$ cat config.mk
export PLATFORM = sky130hd
export DESIGN_NAME = ps2_key_receiver
export DESIGN_NICKNAME = d
export VERILOG_FILES = /design/src/rtl/ps2_key_receiver.sv
export SDC_FILE = /design/constraint.sdc
export NUM_CORES = 1
export LEC_CHECK = 0
export ABC_CLOCK_PERIOD_IN_PS = 2610
export BUFFER_PORTS_ARGS = -buffer_cell sky130_fd_sc_hd__buf_2
export CORE_UTILIZATION = 60
export CTS_CLUSTER_SIZE = 20
export DETAILED_ROUTE_END_ITERATION = 7
export GPL_TIMING_DRIVEN = 0
export PLACE_DENSITY = 0.81
export SETUP_SLACK_MARGIN = 0.15
export SYNTH_ARGS = -nofsm -noshare
export SYNTH_HDL_FRONTEND = slang
export SYNTH_SLANG_ARGS = --single-unit
export TNS_END_PERCENT = 20
$ cat constraint.sdc
create_clock -name clk -period 2.61 [get_ports clk]
set_input_delay 0.1305 -clock clk [delete_from_list [all_inputs] [get_ports clk]]
set_output_delay 0.1305 -clock clk [all_outputs]
set_load 0.02 [all_outputs]
$ cat src/rtl/ps2_key_receiver.sv
// PS/2 keyboard receiver: decodes frames into {ext, break, code} events in a FWFT FIFO; event visible 2 clk after the stop-bit strobe.
// Backpressure: key_ready pops the head; a push into a full FIFO without a same-cycle pop is dropped with overflow. Optional timeout: PS2_TIMEOUT_EN.
module ps2_key_receiver #(
  parameter int SYNC_STAGES    = 2,
  parameter int FIFO_DEPTH     = 8,
  parameter int TIMEOUT_CYCLES = 50000
) (
  input  logic                           clk,
  input  logic                           reset,
  input  logic                           ps_clk,
  input  logic                           ps_data,
  output logic                           key_valid,
  input  logic                           key_ready,
  output logic [7:0]                     key_code,
  output logic                           key_break,
  output logic                           key_ext,
  output logic [$clog2(FIFO_DEPTH+1)-1:0] fifo_count,
  output logic                           frame_err,
  output logic                           overflow
);

  localparam int CNT_W = $clog2(FIFO_DEPTH + 1);
  localparam int PTR_W = $clog2(FIFO_DEPTH);

  typedef struct packed {
    logic       ext;
    logic       brk;
    logic [7:0] code;
  } key_evt_t;

  typedef enum logic [1:0] {IDLE, DATA, PARITY, STOP} state_t;

  logic [SYNC_STAGES-1:0] clk_sync, data_sync;
  logic                   clk_prev;
  logic                   edge_stb, bit_in;

  state_t     state, next_state;
  logic [2:0] bit_cnt, bit_cnt_d;
  logic [7:0] shift_q, shift_d;
  logic       parity_q, parity_d;
  logic       frame_done, frame_good, tmo_hit;
  logic       ext_q, brk_q;
  logic       push_q;
  key_evt_t   push_dat;

  logic [PTR_W-1:0] wr_ptr, rd_ptr;
  logic [CNT_W-1:0] count;
  key_evt_t         mem [FIFO_DEPTH];
  key_evt_t         head;
  logic             full, pop, push_ok;

  // Synchronisers idle high so reset release never looks like a falling edge
  always_ff @(posedge clk or posedge reset) begin
    if (reset) begin
      clk_sync  <= '1;
      data_sync <= '1;
      clk_prev  <= 1'b1;
    end else begin
      clk_sync  <= {clk_sync[SYNC_STAGES-2:0], ps_clk};
      data_sync <= {data_sync[SYNC_STAGES-2:0], ps_data};
      clk_prev  <= clk_sync[SYNC_STAGES-1];
    end
  end

  assign edge_stb = clk_prev & ~clk_sync[SYNC_STAGES-1];
  assign bit_in   = data_sync[SYNC_STAGES-1];

`ifdef PS2_TIMEOUT_EN
  localparam int TMO_W = $clog2(TIMEOUT_CYCLES + 1);
  logic [TMO_W-1:0] tmo_cnt;

  always_ff @(posedge clk or posedge reset) begin
    if (reset)
      tmo_cnt <= '0;
    else if (state == IDLE || edge_stb)
      tmo_cnt <= '0;
    else
      tmo_cnt <= tmo_cnt + TMO_W'(1);
  end

  assign tmo_hit = (state != IDLE) && !edge_stb && (tmo_cnt == TMO_W'(TIMEOUT_CYCLES - 1));
`else
  logic unused_tmo_cfg;
  assign unused_tmo_cfg = (TIMEOUT_CYCLES > 0);
  assign tmo_hit        = 1'b0;
`endif

  always_ff @(posedge clk or posedge reset) begin
    if (reset) begin
      state    <= IDLE;
      bit_cnt  <= '0;
      shift_q  <= '0;
      parity_q <= 1'b0;
    end else begin
      state    <= next_state;
      bit_cnt  <= bit_cnt_d;
      shift_q  <= shift_d;
      parity_q <= parity_d;
    end
  end

  always_comb begin
    next_state = state;
    bit_cnt_d  = bit_cnt;
    shift_d    = shift_q;
    parity_d   = parity_q;
    frame_done = 1'b0;
    frame_good = 1'b0;
    if (edge_stb) begin
      case (state)
        IDLE: begin
          if (!bit_in) begin
            next_state = DATA;
            bit_cnt_d  = 3'd0;
          end
        end
        DATA: begin
          shift_d   = {bit_in, shift_q[7:1]};
          bit_cnt_d = bit_cnt + 3'd1;
          if (bit_cnt == 3'd7) next_state = PARITY;
        end
        PARITY: begin
          parity_d   = bit_in;
          next_state = STOP;
        end
        STOP: begin
          frame_done = 1'b1;
          frame_good = bit_in & (^{shift_q, parity_q});
          next_state = IDLE;
        end
        default: next_state = IDLE;
      endcase
    end else if (tmo_hit) begin
      next_state = IDLE;
    end
  end

  // Prefix bytes only set flags; any completed frame, good or bad, consumes them
  always_ff @(posedge clk or posedge reset) begin
    if (reset) begin
      frame_err <= 1'b0;
      ext_q     <= 1'b0;
      brk_q     <= 1'b0;
      push_q    <= 1'b0;
      push_dat  <= '0;
    end else begin
      frame_err <= (frame_done & ~frame_good) | tmo_hit;
      push_q    <= 1'b0;
      if (frame_done && frame_good) begin
        if (shift_q == 8'hE0) begin
          ext_q <= 1'b1;
        end else if (shift_q == 8'hF0) begin
          brk_q <= 1'b1;
        end else begin
          push_q   <= 1'b1;
          push_dat <= {ext_q, brk_q, shift_q};
          ext_q    <= 1'b0;
          brk_q    <= 1'b0;
        end
      end else if (frame_done || tmo_hit) begin
        ext_q <= 1'b0;
        brk_q <= 1'b0;
      end
    end
  end

  assign full    = (count == CNT_W'(FIFO_DEPTH));
  assign pop     = key_valid & key_ready;
  assign push_ok = push_q & (~full | pop);

  always_ff @(posedge clk or posedge reset) begin
    if (reset) begin
      wr_ptr   <= '0;
      rd_ptr   <= '0;
      count    <= '0;
      overflow <= 1'b0;
    end else begin
      overflow <= push_q & full & ~pop;
      if (push_ok) wr_ptr <= wr_ptr + PTR_W'(1);
      if (pop)     rd_ptr <= rd_ptr + PTR_W'(1);
      case ({push_ok, pop})
        2'b10:   count <= count + CNT_W'(1);
        2'b01:   count <= count - CNT_W'(1);
        default: count <= count;
      endcase
    end
  end

  always_ff @(posedge clk) begin
    if (push_ok) mem[wr_ptr] <= push_dat;
  end

  assign head       = mem[rd_ptr];
  assign key_valid  = (count != '0);
  assign fifo_count = count;
  assign key_code   = key_valid ? head.code : 8'h00;
  assign key_break  = key_valid ? head.brk  : 1'b0;
  assign key_ext    = key_valid ? head.ext  : 1'b0;

endmodule

==> impl_metrics.toml, run 1 <==
[outcome]
run_status = "finished, final reports clean"

[worst_setup_path]
path_max_fanout = 6
cp.required_ps = 3000
arrival_ps = 2850
setup.worst_path.end_class = "flip-flop"
cp-start-kind = "flip-flop"
critPathSlowestCell = "nor4_2"
cpPeakStageDelay_ps = 470
crit_top_cell = "ha_1"
critPathKind = "reg -> reg"
path_cells = "nor4_2, nor2b_1, ha_1, ha_1, a21o_1, a21oi_1, xnor2_1, nor2_1, xor2_1"

[drt]
routed-via-count = 2620
wire_per_inst_um = 20.0
remaining_drc_errors = 0
wirelength_um = 9160
avgViaCountPerCell = 5.72
dr.pass1.iters = 4
drt_iter0_drc = 189
antenna_left = 0

[place]
place_congestion = 0.808
dpl.hpwl_um = 5510
io_buffers = 21

[flow_run]
cap_viol_max_count = 0

[power_and_ir_drop]
combPwrFrac = 0.315
p_int_uw = 5110
pwr-share-clk = 0.305
power-per-cell-area_nw_per_um2 = 1250
power_leakage_uw = 0.00240
p_sw_uw = 2410
sw_frac_of_total = 0.321
p_seq_frac = 0.379
worst_ir_drop_vdd_v = 0.000631

[floorplanning]
start_util = 0.622
chipWidth_um = 94.3
pin_count = 22
rows = 33
fp.coreArea_sq_um = 8220
dieArea_sq_um = 8890
die_y_um = 94.3

[cts]
cts_buffer_depth = 2
cts_tree = "yes"
htreeDepth = 4
clk_latency_ps = 520
cts_sinks = 124
postCtsSetupBuffers = 0
numCtsBuffers = 17
root_buffer = "clkbuf_8"
clkSlewWorstSetupHoldPaths_ps = 60

[synthesis]
ys_seq_area_frac = 0.687
synth_top_area_cell = "edfxtp_1"
syn_nets = 313
ys.flop_type = "edfxtp_1"
synth_top_area_frac = 0.470
yosys_warnings = 0
synthTopCellsByArea = "edfxtp_1, dfrtp_1, mux4_2"
ys_types = 39
synth_area_sq_um = 5110
syn_inst = 296
avgSynthCellArea_sq_um = 17.3
ys_seq_elements = 124
synth-edff-count = 80
ys_async_sr_fraction = 0.355

[worst_hold_path]
min_path_type = "in -> reg"

[sta]
post-route-period-util = 0.943
rsz0062_at_grt = "true"
setup_viol_count_final = 0
period_minus_slack_ps = 2460
slew_headroom = 0.242
worst-slew-pin-transition_ps = 1130
fmax_ghz = 0.406
hold_violations = 0
tns_ps = 0
report.final.slew_viol_count = 0
hold_ws_ps = 258
fin_skew_ps = 6.28

[cells_and_area]
synthToLayoutAreaGrowth_pct = 17.4
nets = 357
drive_gt1_frac = 0.314
diodes = 0

[global_routing]
grtUsageTotal = 0.230
grt_pass1_vias = 2709
grt_max_degree = 45
antenna_found_initial = 0
grt_pass1_wl_um = 14200
grt-ovfl-total = 0
cells in the final DEF (no fill, tap or decap), types with 3 or more instances in the layout:
cell type      count
mux2_4             8
a21oi_1            3
clkinvlp_4         4
buf_2             21
nand3b_1           3
o21ai_0            4
dlygate4sd3_1      4
xnor2_1            8
edfxtp_1          80
bufinv_16          3
dfstp_2            5
a32o_1             3
clkbuf_16         16
ha_1              11
inv_1             10
nor2_1            24
xor2_1             4
dfrtp_1           39
mux4_2            20
nand2_1           16
mux2i_1           11
nor3_1             3
nand2b_1           3
mux2_2            11
final timing paths:
kind,from,to,slack (ps),depth (start not counted)
hold / removal,ps_clk,clk_sync[0],260,2
min in group asynchronous,reset,bit_cnt[0],350,3
hold reg to reg,clk_sync[0],clk_sync[1],350,0
setup reg to reg,fifo_count[0],fifo_count[3],150,9
setup / recovery,fifo_count[0],fifo_count[3],150,9
max in group asynchronous,reset,push_dat[6],1690,3
state kept, by name (all words and copies together), names as in the netlist:
| name | cells |
|---|---|
| push_dat | 10 |
| mem | 80 |
| bit_cnt | 3 |
| clk_prev | 1 |
| frame_err | 1 |
| overflow | 1 |
| clk_sync | 2 |
| shift_q | 8 |
| rd_ptr | 3 |
| data_sync | 2 |
| brk_q | 1 |
| parity_q | 1 |
| ext_q | 1 |
| state | 2 |
| wr_ptr | 3 |
| fifo_count | 4 |
| push_q | 1 |
cells in the mapped netlist, types with 4 or more instances:
library cell and instances:
clkbuf_1 4, dfrtp_1 39, dfstp_2 5, edfxtp_1 80
ha_1 11, inv_1 11, mux2_2 11, mux2_4 8
mux2i_1 11, mux4_2 20, nand2_1 16, nor2_1 25
nor3_1 5, o21ai_0 4, xnor2_1 8, xor2_1 4
final cells by class:
| class | instances | area (sq um) |
|---|---|---|
| Timing Repair Buffer | 25 | 145 |
| Tap cell | 105 | 131 |
| Buffer | 8 | 57.6 |
| Clock buffer | 17 | 414 |
| Sequential cell | 124 | 3510 |
| Fill cell | 478 | 2220 |
| Multi-Input combinational cell | 153 | 1530 |
| Clock inverter | 15 | 173 |
| Inverter | 11 | 41.3 |
cells by family (layout without fill, tap and decap cells):
group / Yosys count / in the layout / synth area share
and+or+nand+nor: 61 / 61 / 0.0570
muxes: 51 / 51 / 0.160
buffers and inverters: 19 / 76 / 0.0179
xor gates and xnor gates: 14 / 14 / 0.0284
AOI/OAI and AO/OA: 15 / 15 / 0.0196
DFF: 124 / 124 / 0.687
adders and majority gates: 12 / 12 / 0.0308
timing repair:
item / CTS / global route
resized for setup: 4 / 2
setup endpoints to repair: 7 / 28
hold buffers: 4 / 0
endpoints found under the hold margin: 42 / 0
metal layers:
metal | vias to the layer above | track usage | wire length [um]
li1 | 1207 | - | -
met1 | 1320 | 0.273 | 3780
met2 | 74 | 0.392 | 4810
met3 | 19 | 0.0655 | 410
met4 | 0 | 0.0949 | 163
met5 | - | 0 | 0
critical path: cells and delay by family, from the launching register on:
| kind | cells | cell delay (ps) |
|---|---|---|
| fa+ha+maj | 2 | 530 |
| xor+xnor | 2 | 280 |
| flops | 1 | 460 |
| simple gates | 3 | 720 |
| compound gates | 2 | 350 |
power groups by stage:
stage,registers [uW],clock network [uW],logic [uW]
after floorplan,2800,0,1850
after global placement,2830,0,2280
after detailed placement,2860,0,2350
after CTS,2830,2330,2410
after global routing,2900,2410,2590
final,2850,2290,2370
metrics by stage:
step	area [sq um]	worst slack (ps)	util	std cells	total power, uW
after floorplan	5110	284	-	296	4640
after global placement	5350	-88.2	0.651	422	5110
final	6000	148	0.730	458	7520
after detailed placement	5360	150	0.652	422	5210
after global routing	6000	22.7	0.730	458	7890
after CTS	5990	107	0.729	458	7570
Power figures use the tool's default switching activity.
==> run 2: changes to the inputs <==
Settings changed: MAX_ROUTING_LAYER set to met4, PLACE_DENSITY 0.81 to 0.87.
==> run 2 against run 1 <==
Compared with the run above:
- non-clock buffer count is the same
- combinational power rose by 3%
- first-iteration DRC count down 4.8%
- sequential power about the same
- register-to-register slack better by 40 ps
- flip-flop and latch count stayed put
- highest routed layer unchanged
- worst hold slack better by 2.7 ps
- largest cell class unchanged
- maximum frequency grew 1.9%
- clock-buffer cell count did not move
- global-route usage is 1.3 points higher
- cell area increased by 0.92%
==> impl_metrics.toml, run 2 (synthesized netlist as in run 1, its figures left out) <==
[outcome]
run_status = "finished, final reports clean"

[worst_setup_path]
critPathKind = "reg -> reg"
arrival_ps = 2810
path_cells = "nor3_2, nand3b_1, and2_1, inv_1, ha_2, ha_1, a21o_1, a21oi_1, xnor2_1, nor2_1, xor2_1"
cpPeakStageDelay_ps = 460
cp.required_ps = 3000
cp-start-kind = "flip-flop"
setup.worst_path.end_class = "flip-flop"
path_max_fanout = 6
critPathSlowestCell = "dfrtp_2"

[floorplanning]
die_y_um = 94.3
fp.coreArea_sq_um = 8220
rows = 33
start_util = 0.622
pin_count = 22
chipWidth_um = 94.3
dieArea_sq_um = 8890

[place]
io_buffers = 21
place_congestion = 0.772
place_area_sq_um = 5360
dpl.hpwl_um = 5430

[drt]
routed-via-count = 2646
antenna_left = 0
wirelength_um = 9370
dr.pass1.iters = 5
drt_iter0_drc = 180
wire_per_inst_um = 20.5
remaining_drc_errors = 0
avgViaCountPerCell = 5.78

[sta]
fin_skew_ps = 8.70
hold_violations = 0
post-route-period-util = 0.926
fmax_ghz = 0.414
rsz0062_at_grt = "true"
tns_ps = 0
report.final.slew_viol_count = 0
worst-slew-pin-transition_ps = 1130
period_minus_slack_ps = 2420
slew_headroom = 0.246
setup_viol_count_final = 0

[cts]
clkSlewWorstSetupHoldPaths_ps = 60
cts_buffer_depth = 2
cts_sinks = 124
htreeDepth = 4
clk_latency_ps = 510
numCtsBuffers = 17
cts_tree = "yes"
root_buffer = "clkbuf_8"

[worst_hold_path]
min_path_type = "in -> reg"

[global_routing]
antenna_found_initial = 0
grt-ovfl-total = 0
grtUsageTotal = 0.243
grt_pass1_vias = 2765
grt_max_degree = 45
grt_pass1_wl_um = 14600

[cells_and_area]
final_common_cell = "edfxtp_1"
nets = 357
seqCellArea_sq_um = 3510
top_register = "mem"
mostFrequentLayoutCells = "edfxtp_1, dfrtp_1, nor2_1, buf_2, mux4_2"
fillCellCount = 458
reg_top3 = "mem (80), push_dat (10), shift_q (8)"
drive_gt1_frac = 0.329
multi_input_area_sq_um = 1550
largest_reg_flops = 80
synthToLayoutAreaGrowth_pct = 18.5
post-route-cell-area_sq_um = 6060
diodes = 0

[power_and_ir_drop]
worst_ir_drop_vdd_v = 0.000724
power_leakage_uw = 0.00243
power-per-cell-area_nw_per_um2 = 1280

[flow_run]
cap_viol_max_count = 0
-- run 2: cell count changes in the layout (fill, tap and decap cells not counted), sizes merged --
cell	previous run	this run
clkinvlp	4	1
clkinv	6	4
bufinv	3	4
inv	13	17
-- run 2: routing by layer --
| layer | routed length (um) | part of all wire | global-route usage |
|---|---|---|---|
| met2 | 5000 | 0.53 | 0.391 |
| met1 | 3920 | 0.42 | 0.285 |
| met3 | 328 | 0.035 | 0.0696 |
| met4 | 119 | 0.013 | 0.109 |
| met5 | 0 | 0 | - |
-- run 2: power breakdown --
group          total (uW)  switching (uW)  internal [uW]
clock                2480             910           1570
sequential           2860             374           2490
combinational        2440            1250           1190
total                7780            2530           5250
-- run 2: area by class of cell --
class                      instances  share of cell area
buffer                             8             0.00950
timing repair buffer              25              0.0240
clock inverter                    15              0.0347
tap                              105              0.0217
multi-input combinational        153               0.255
sequential                       124               0.580
inverter                          11             0.00682
clock buffer                      17              0.0684
-- run 2: timing repair --
action,in CTS,in global routing
gates resized for setup,6,4
hold buffers,4,0
setup buffers,0,0
hold endpoints to repair,42,0
endpoints found under the setup margin,12,42
pin swaps,0,0
-- run 2: path summary, 6_finish.rpt --
kind,startpoint,end,slack [ps],cells after the start
worst max-delay path,fifo_count[0],fifo_count[3],190,11
worst min-delay path,ps_clk,clk_sync[0],260,2
worst max register to register,fifo_count[0],fifo_count[3],190,11
worst min register to register,data_sync[0],data_sync[1],350,0
max in group asynchronous,reset,fifo_count[0],1620,3
min in group asynchronous,reset,rd_ptr[2],370,3
-- run 2: worst max-delay path: cells and delay by family (launching register included) --
family	cells	cell delay, ps
simple gates	4	640
flops	1	460
fa+ha+maj	2	460
compound gates	2	350
xor+xnor	2	290
buf+inv	1	120
-- run 2: per-stage QoR --
step | instances | setup slack, ps | utilization | power (uW) | hold WS [ps]
after floorplan | 296 | 284 | - | 4640 | 135
final | 458 | 193 | 0.737 | 7780 | 261
after CTS | 458 | 127 | 0.736 | 7810 | 239
after detailed placement | 422 | 11.1 | 0.652 | 5240 | 237
after global placement | 422 | 30.8 | 0.651 | 5100 | 236
after global routing | 458 | 53.0 | 0.737 | 8140 | 252
==> run 3: changes to the inputs <==
Settings changed: PLACE_DENSITY 0.87 to 0.78.
==> run 3 against run 2 <==
Compared with the run above:
- combinational power about the same
- global-route usage decreased by 0.18 points
- worst hold slack better by 1.5 ps
- clock power is 10% lower
- clock skew is 1.0 ps higher
- first-iteration DRC count shrank 27%
- die area did not move
- non-clock buffer count increased by 1
- core utilization shrank 0.58 points
- critical path depth decreased by 6
- final cell count rose by 0.22%
==> impl_metrics.toml, run 3 (synthesized netlist as in run 1, its figures left out) <==
[cells_and_area]
largest_reg_flops = 80
mostFrequentLayoutCells = "edfxtp_1, dfrtp_1, nor2_1, buf_2, mux4_2"
reg_top3 = "mem (80), push_dat (10), shift_q (8)"
top_register = "mem"
diodes = 0
nets = 358
drive_gt1_frac = 0.333
fin_util = 0.731
final_common_cell = "edfxtp_1"
synthToLayoutAreaGrowth_pct = 17.6

[sta]
fin_skew_ps = 9.70
hold_ws_ps = 262
report.final.slew_viol_count = 0
post-route-period-util = 0.910
worst-slew-pin-transition_ps = 1120
fin_ws_ps = 236
setup_viol_count_final = 0
slew_headroom = 0.251
fmax_ghz = 0.421
period_minus_slack_ps = 2370
rsz0062_at_grt = "true"
hold_violations = 0

[worst_setup_path]
critPathKind = "reg -> out"
r2r_cells = 9
cp-start-kind = "flip-flop"
path_max_fanout = 10
critPathSlowestCell = "mux4_2"
cpPeakStageDelay_ps = 550
path_cells = "buf_4, mux4_2, mux2i_1, nor2_1, buf_2"
cp.required_ps = 2480
arrival_ps = 2240
setup.worst_path.end_class = "output port"

[place]
dpl.hpwl_um = 5410
io_buffers = 21
pre_cts_ws_ps = -7.84
place_congestion = 0.740

[outcome]
run_status = "finished, final reports clean"

[drt]
wl_met2_um = 4780
remaining_drc_errors = 0
avgViaCountPerCell = 5.69
wirelength_um = 9250
routed-wl-met3_um = 480
dr.pass1.iters = 5
top_layer = "met4"
wl_met1_um = 3910
antenna_left = 0
routed-via-count = 2611
wire_per_inst_um = 20.2
drt_iter0_drc = 131

[cts]
cts_buffer_depth = 2
numCtsBuffers = 17
cts_tree = "yes"
root_buffer = "clkbuf_8"
clkSlewWorstSetupHoldPaths_ps = 60
clk_latency_ps = 520
htreeDepth = 4
cts_sinks = 124

[worst_hold_path]
hold_depth = 2
min_path_type = "in -> reg"

[global_routing]
grt_pass1_wl_um = 14300
grt_pass1_vias = 2728
grtUsageTotal = 0.241
grt_max_degree = 45
antenna_found_initial = 0
grt-ovfl-total = 0

[floorplanning]
chipWidth_um = 94.3
dieArea_sq_um = 8890
fp.coreArea_sq_um = 8220
rows = 33
start_util = 0.622
pin_count = 22
die_y_um = 94.3

[power_and_ir_drop]
p_sw_uw = 2540
p_seq_frac = 0.383
pwr-share-clk = 0.295
power_leakage_uw = 0.00241
sw_frac_of_total = 0.338
worst_ir_drop_vdd_v = 0.000880
combPwrFrac = 0.322
power-per-cell-area_nw_per_um2 = 1250
p_int_uw = 4980

[flow_run]
cap_viol_max_count = 0
[run 3: path summary, 6_finish.rpt]
check	end	slack (ps)	startpoint
max	key_code[3]	240	rd_ptr[0]
min	clk_sync[0]	260	ps_clk
max reg2reg	fifo_count[3]	270	fifo_count[0]
min reg2reg	data_sync[1]	360	data_sync[0]
max in group asynchronous	fifo_count[0]	1610	reset
min in group asynchronous	fifo_count[2]	370	reset
[run 3: what timing repair did]
| action | CTS | global route |
|---|---|---|
| setup buffers | 0 | 1 |
| hold endpoints to repair | 42 | 0 |
| pin swaps | 0 | 1 |
| gates resized for setup | 5 | 6 |
| setup endpoints to repair | 10 | 23 |
| gates cloned | 0 | 0 |
| hold buffers | 4 | 0 |
[run 3: area by class of cell]
type	count	area (sq um)
fillers	494	2210
well taps	105	131
plain buffers	8	57.6
flip-flops and latches	124	3510
clock buffers	17	414
repair buffers	26	153
inverters	11	41.3
multi-input cells	153	1550
clock inverters	15	155
[run 3: layer usage]
layer	vias to the layer above	GRT usage
li1	1211	-
met3	7	0.0631
met2	84	0.382
met1	1309	0.290
met4	0	0.114
met5	-	-
[run 3: critical path, delay by kind of cell (launching register included)]
kind          cells  cell delay, ps
buf+inv           2             470
flops             1             420
mux               2             770
simple gates      1              70
[run 3: power groups by stage]
stage / Clock (uW) / Combinational [uW] / Sequential (uW)
3_5_place_dp: 0 / 2370 / 2870
4_1_cts: 2250 / 2410 / 2850
3_3_place_gp: 0 / 2290 / 2840
6_report: 2220 / 2420 / 2870
5_1_grt: 2320 / 2650 / 2920
2_1_floorplan: 0 / 1850 / 2800
[run 3: through the flow]
step	cell area [sq um]	power, uW	TNS (ps)	std cells
finish	6010	7510	0	459
global placement	5350	5120	-1370	422
floorplan	5110	4640	0	296
CTS	5980	7510	0	458
global route	6010	7890	0	459
detailed placement	5360	5240	-7.84	422
